==> src/rtl/sdram_pro_atref_pkg.sv <==
// Shared SDRAM definitions: command encodings {cs_n,ras_n,cas_n,we_n}, timing defaults,
// bus widths and the auto-refresh sequencer state type.
package sdram_pro_atref_pkg;

    localparam int ADDR_W = 13;
    localparam int BANK_W = 2;

    localparam logic [3:0] CMD_NOP          = 4'b0111;
    localparam logic [3:0] CMD_PRECHARGE    = 4'b0010;
    localparam logic [3:0] CMD_AUTO_REFRESH = 4'b0001;
    localparam logic [3:0] CMD_ACTIVE       = 4'b0011;
    localparam logic [3:0] CMD_READ         = 4'b0101;
    localparam logic [3:0] CMD_WRITE        = 4'b0100;
    localparam logic [3:0] CMD_MRS          = 4'b0000;

    // 100 MHz sys_clk: 7.5 us refresh interval, tRP 20 ns, tRFC 70 ns
    localparam int REF_PERIOD_DEF = 750;
    localparam int TRP_DEF        = 2;
    localparam int TRFC_DEF       = 7;
    localparam int REF_NUM_DEF    = 2;

    localparam logic [BANK_W-1:0] BANK_IDLE = 2'b11;
    localparam logic [ADDR_W-1:0] ADDR_IDLE = 13'h1FFF;
    localparam logic [ADDR_W-1:0] ADDR_PALL = 13'h0400;

    typedef enum logic [2:0] {
        S_IDLE = 3'd0,
        S_PCHG = 3'd1,
        S_TRP  = 3'd2,
        S_AREF = 3'd3,
        S_TRFC = 3'd4,
        S_END  = 3'd5
    } atref_state_t;

    function automatic int max_int(input int a, input int b);
        return (a > b) ? a : b;
    endfunction

endpackage

==> src/rtl/sdram_pro_atref.sv <==
// Auto-refresh engine: free-running refresh interval timer, request latch towards the arbiter,
// and the PRECHARGE-all + N x AUTO_REFRESH command sequencer run once per grant.
module sdram_pro_atref
    import sdram_pro_atref_pkg::*;
#(
    parameter int REF_PERIOD_CYC = REF_PERIOD_DEF,
    parameter int TRP_CYC        = TRP_DEF,
    parameter int TRFC_CYC       = TRFC_DEF,
    parameter int REF_NUM        = REF_NUM_DEF
) (
    input  logic        sys_clk,
    input  logic        sys_rst_n,
    input  logic        init_end,
    input  logic        atref_en,
    output logic        atref_req,
    output logic        atref_end,
    output logic [3:0]  atref_cmd,
    output logic [1:0]  atref_bank,
    output logic [12:0] atref_addr,
    output logic        atref_overrun,
    output logic [2:0]  atref_state
);

    // Handshake: atref_req is a level request held until the arbiter's grant atref_en is
    // first seen high; the grant's rising edge starts exactly one sequence, and atref_end
    // pulses in the last sequence cycle to hand the bus back.

    localparam int PER_W  = $clog2(REF_PERIOD_CYC);
    localparam int WAIT_W = $clog2(max_int(TRP_CYC, TRFC_CYC) + 1);
    localparam int REF_W  = $clog2(REF_NUM + 1);

    logic [PER_W-1:0]  per_cnt;
    logic [WAIT_W-1:0] wait_cnt, wait_nxt;
    logic [REF_W-1:0]  ref_cnt, ref_nxt;
    logic [REF_W-1:0]  ref_inc;
    logic              en_d;
    logic              en_rise;
    logic              tick;
    atref_state_t      state, state_nxt;

    assign tick    = init_end && (per_cnt == PER_W'(REF_PERIOD_CYC - 1));
    assign en_rise = atref_en && !en_d;
    assign ref_inc = ref_cnt + REF_W'(1);

    // Timer keeps its own period: grants never restart it, only init_end does.
    always_ff @(posedge sys_clk or negedge sys_rst_n) begin
        if (!sys_rst_n) begin
            per_cnt       <= '0;
            atref_req     <= 1'b0;
            atref_overrun <= 1'b0;
            en_d          <= 1'b0;
        end else begin
            en_d          <= atref_en;
            atref_overrun <= tick && atref_req;
            if (!init_end || tick)
                per_cnt <= '0;
            else
                per_cnt <= per_cnt + PER_W'(1);
            if (tick)
                atref_req <= 1'b1;
            else if (en_rise)
                atref_req <= 1'b0;
        end
    end

    always_ff @(posedge sys_clk or negedge sys_rst_n) begin
        if (!sys_rst_n) begin
            state    <= S_IDLE;
            wait_cnt <= '0;
            ref_cnt  <= '0;
        end else begin
            state    <= state_nxt;
            wait_cnt <= wait_nxt;
            ref_cnt  <= ref_nxt;
        end
    end

    always_comb begin
        state_nxt = state;
        wait_nxt  = wait_cnt;
        ref_nxt   = ref_cnt;
        case (state)
            S_IDLE: begin
                wait_nxt = '0;
                ref_nxt  = '0;
                if (en_rise)
                    state_nxt = S_PCHG;
            end
            S_PCHG: state_nxt = S_TRP;
            S_TRP: begin
                if (wait_cnt == WAIT_W'(TRP_CYC - 1)) begin
                    wait_nxt  = '0;
                    state_nxt = S_AREF;
                end else begin
                    wait_nxt = wait_cnt + WAIT_W'(1);
                end
            end
            S_AREF: state_nxt = S_TRFC;
            S_TRFC: begin
                if (wait_cnt == WAIT_W'(TRFC_CYC - 1)) begin
                    wait_nxt  = '0;
                    ref_nxt   = ref_inc;
                    state_nxt = (ref_inc < REF_W'(REF_NUM)) ? S_AREF : S_END;
                end else begin
                    wait_nxt = wait_cnt + WAIT_W'(1);
                end
            end
            S_END: begin
                ref_nxt   = '0;
                state_nxt = S_IDLE;
            end
            default: state_nxt = S_IDLE;
        endcase
    end

    // Bus outputs decode straight from the state register, so reset drives them idle at once.
    always_comb begin
        atref_cmd  = CMD_NOP;
        atref_bank = BANK_IDLE;
        atref_addr = ADDR_IDLE;
        atref_end  = 1'b0;
        case (state)
            S_PCHG: begin
                atref_cmd  = CMD_PRECHARGE;
                atref_addr = ADDR_PALL;
            end
            S_AREF:  atref_cmd = CMD_AUTO_REFRESH;
            S_END:   atref_end = 1'b1;
            default: ;
        endcase
    end

    assign atref_state = state;

endmodule

==> config.mk <==
export PLATFORM = sky130hd
export DESIGN_NAME = sdram_pro_atref
export DESIGN_NICKNAME = d
export VERILOG_FILES = /design/src/rtl/sdram_pro_atref_pkg.sv /design/src/rtl/sdram_pro_atref.sv
export SDC_FILE = /design/constraint.sdc
export NUM_CORES = 1
export LEC_CHECK = 0
export CORE_MARGIN = 3
export CORE_UTILIZATION = 31
export DETAILED_ROUTE_END_ITERATION = 8
export PLACE_DENSITY = 0.55
export RECOVER_POWER = 100
export SLEW_MARGIN = 30
export SYNTH_ARGS = -nofsm -noshare
export SYNTH_HDL_FRONTEND = slang
export SYNTH_SLANG_ARGS = --single-unit
==> constraint.sdc <==
create_clock -name sys_clk -period 1.8 [get_ports sys_clk]
set_input_delay 0.18 -clock sys_clk [delete_from_list [all_inputs] [get_ports sys_clk]]
set_output_delay 0.18 -clock sys_clk [all_outputs]
set_load 0.03 [all_outputs]
==> results_dict.tcl <==
set metrics [dict create \
    min_period_over_period 0.944 \
    htreeDepth 1 \
    synth-seq-cells 21 \
    top_layer "met4" \
    design_area_mm2 0.00146 \
    hold_buffers 0 \
    fin_nets 157 \
    synth_top_area_cell "dfrtp_1" \
    slew_violations 0 \
    cts.sinks 21 \
    ys_seq_area_frac 0.417 \
    max_cap_violations 0 \
    slew_headroom 0.240 \
    portBuffers 24 \
    synth_mux_area_frac 0.00794 \
    hold_class "reg2reg" \
    cp.required_ps 1620 \
    drive_gt1_frac 0.0800 \
    num_io_pins 29 \
    globalRoute.totalOverflow 0 \
    route.detailed.drc 0 \
    synth_edf_count 0 \
    met1Wirelength_mm 1.08 \
    num_rows 22 \
    wl_per_cell_um 12.1 \
    cts_tree "yes" \
    powerDensity_mw_per_mm2 1240 \
    synthFlopType "dfrtp_1" \
    clock_latency_ps 260 \
    yosysUniqueCellTypes 40 \
    syn_avg_cell_area_um2 9.33 \
    worst_pin_slew_ps 1140 \
    synth_cells 135 \
    grtUsageTotal 0.105 \
    synthArstFlopShare 1.00 \
    finClkSkew_ps 2.59 \
    critPathKind "reg2out" \
    area_growth_pct 16.0 \
    drt-vias-per-instance 4.93 \
    synth_top_family_by_area "simple AND/OR/NAND/NOR gates" \
    clkTransAtPathRegs_ps 70 \
    ys_top_cells_by_area "dfrtp_1 42%, buf_4 8.9%, o21ai_0 5.2%" \
    grt_first_pass_wirelength_mm 4.29 \
    die_w_um 69.8 \
    max_freq_mhz 588 \
    wl_mm 2.39 \
    diodes 0 \
    fin_crit_ps 1700 \
    antenna_found_initial 0 \
    endpoint_kind "output pin" \
    synth_fa_ha_area_frac 0.0199 \
    gp_congestion 0.734 \
    rsz0062_at_grt "no" \
    clock-root-buffer "clkbuf_8" \
    vias 976 \
    synth-simple-area-share 0.217 \
    yosys_warnings 0 \
    leakagePower_nw 0.637 \
    netlist_area_mm2 0.00126 \
    coreArea_mm2 0.00380 \
    hold_violations 0 \
    wl_met2_mm 1.14 \
    finalSetupViolations 0 \
    cp_data_arrival_time_ps 1520 \
    initial_utilization 0.332 \
    start_kind "flip-flop" \
    grt_pass1_vias 927 \
    clk_path_buf_depth 2 \
    die_height_um 69.8 \
    synth_compound_area_frac 0.169 \
    outcome "completed" \
    cts_buffers 3 \
    dieArea_mm2 0.00487 \
    grt_max_degree 22 \
    setup-tns-final_ps 0 \
    ir_drop_v 0.000553 \
    drt_iter0_markers 77 \
    yosys.area.top_type_share 0.417 \
    drtAntennaViolNets 0 \
    synth_xor_area_frac 0.0417 \
    dr.pass1.iters 4 \
    dp_hpwl_mm 1.74 \
    dr_wl_met3_um 154 \
    worst-path-max-fanout 11 \
    place_area_mm2 0.00147 \
]
[final cells by class]
type | count | area [um2]
flip-flops and latches | 21 | 526
clock buffers | 4 | 45.0
multi-input cells | 91 | 568
fillers | 406 | 2340
inverters | 5 | 18.8
repair buffers | 29 | 244
well taps | 48 | 60.1
[what timing repair did]
action / in CTS / in global routing
resized for setup: 16 / 1
endpoints found under the setup margin: 16 / 1
setup buffers: 0 / 0
[flip-flops by register name (all words and copies together) (netlist names)]
| register | flops |
|---|---|
| per_cnt | 10 |
| atref_state | 3 |
| wait_cnt | 3 |
| ref_cnt | 2 |
| atref_overrun | 1 |
| atref_req | 1 |
| en_d | 1 |
[cells in the final DEF (no fill, tap or decap), types with 2 or more instances in the layout]
master and instances:
nand2_1 5, inv_1 5, nor2_1 12, clkbuf_8 3, nand4_1 2, conb_1 4
clkbuf_1 4, dlygate4sd2_1 16, o21ai_0 13, or3_1 2, nor2b_1 3, nand3b_1 3
and3_1 2, dlygate4sd3_1 6, xnor2_1 3, nand2b_1 5, xor2_1 3, dfrtp_1 21
ha_1 2, buf_4 3, a21oi_1 5, nand3_1 6
[power breakdown]
group          total, W  internal (W)  switching (W)  leakage, nW
clock network  0.000304      0.000158       0.000147       0.0228
logic          0.000920      0.000311       0.000609        0.330
registers      0.000582      0.000527      0.0000545        0.284
total           0.00181      0.000996       0.000810        0.637
[metal layers]
layer / global-route usage / vias up
met3: 0.0333 / 4
met1: 0.133 / 463
li1: - / 476
met2: 0.174 / 33
met4: 0.0255 / 0
met5: 0 / -
[synthesized netlist by cell type (2+ instances only)]
library cell   n
dfrtp_1       21
o21ai_0       13
inv_1          5
nand2_1        5
buf_2          2
clkbuf_1       3
and3_1         2
xnor2_1        3
nand3b_1       3
a21oi_1        5
nand3_1        6
nor2b_1        3
conb_1         2
nand2b_1       6
nor2_1        12
xor2_1         3
ha_1           2
buf_4         15
or3_1          2
nand4_2        2
[cell families after synthesis]
group	after synthesis
compound gates	30
xor+xnor	6
simple gates	48
other cells	2
mux	1
fa+ha+maj	2
buf+inv	25
flops	21
[worst max-delay path, stage by stage, from the launching register on]
cell and delay, ps:
dfrtp_1 340, buf_4 170, dlygate4sd3_1 750
[path summary, 6_finish.rpt]
path	start	end	slack, ps	cells after the start
max	atref_state[0]	atref_state[0]	100	2
min	atref_req	atref_req	510	1
max reg2reg	per_cnt[1]	per_cnt[3]	260	5
min reg2reg	atref_req	atref_req	510	1
max in group asynchronous	sys_rst_n	per_cnt[6]	460	2
min in group asynchronous	sys_rst_n	atref_state[0]	660	2
[stage by stage]
stage               std cells  utilization  setup slack [ps]  hold WS [ps]  total power, W
finish                    198        0.385               100           509         0.00181
global route              198        0.385              36.7           537         0.00194
CTS                       198        0.395              31.8           274         0.00186
detailed placement        194        0.388               174           504         0.00164
global placement          194        0.388               207           499         0.00162
floorplan                 137            -               110          -116         0.00136
(Power assumes the default switching activity.)
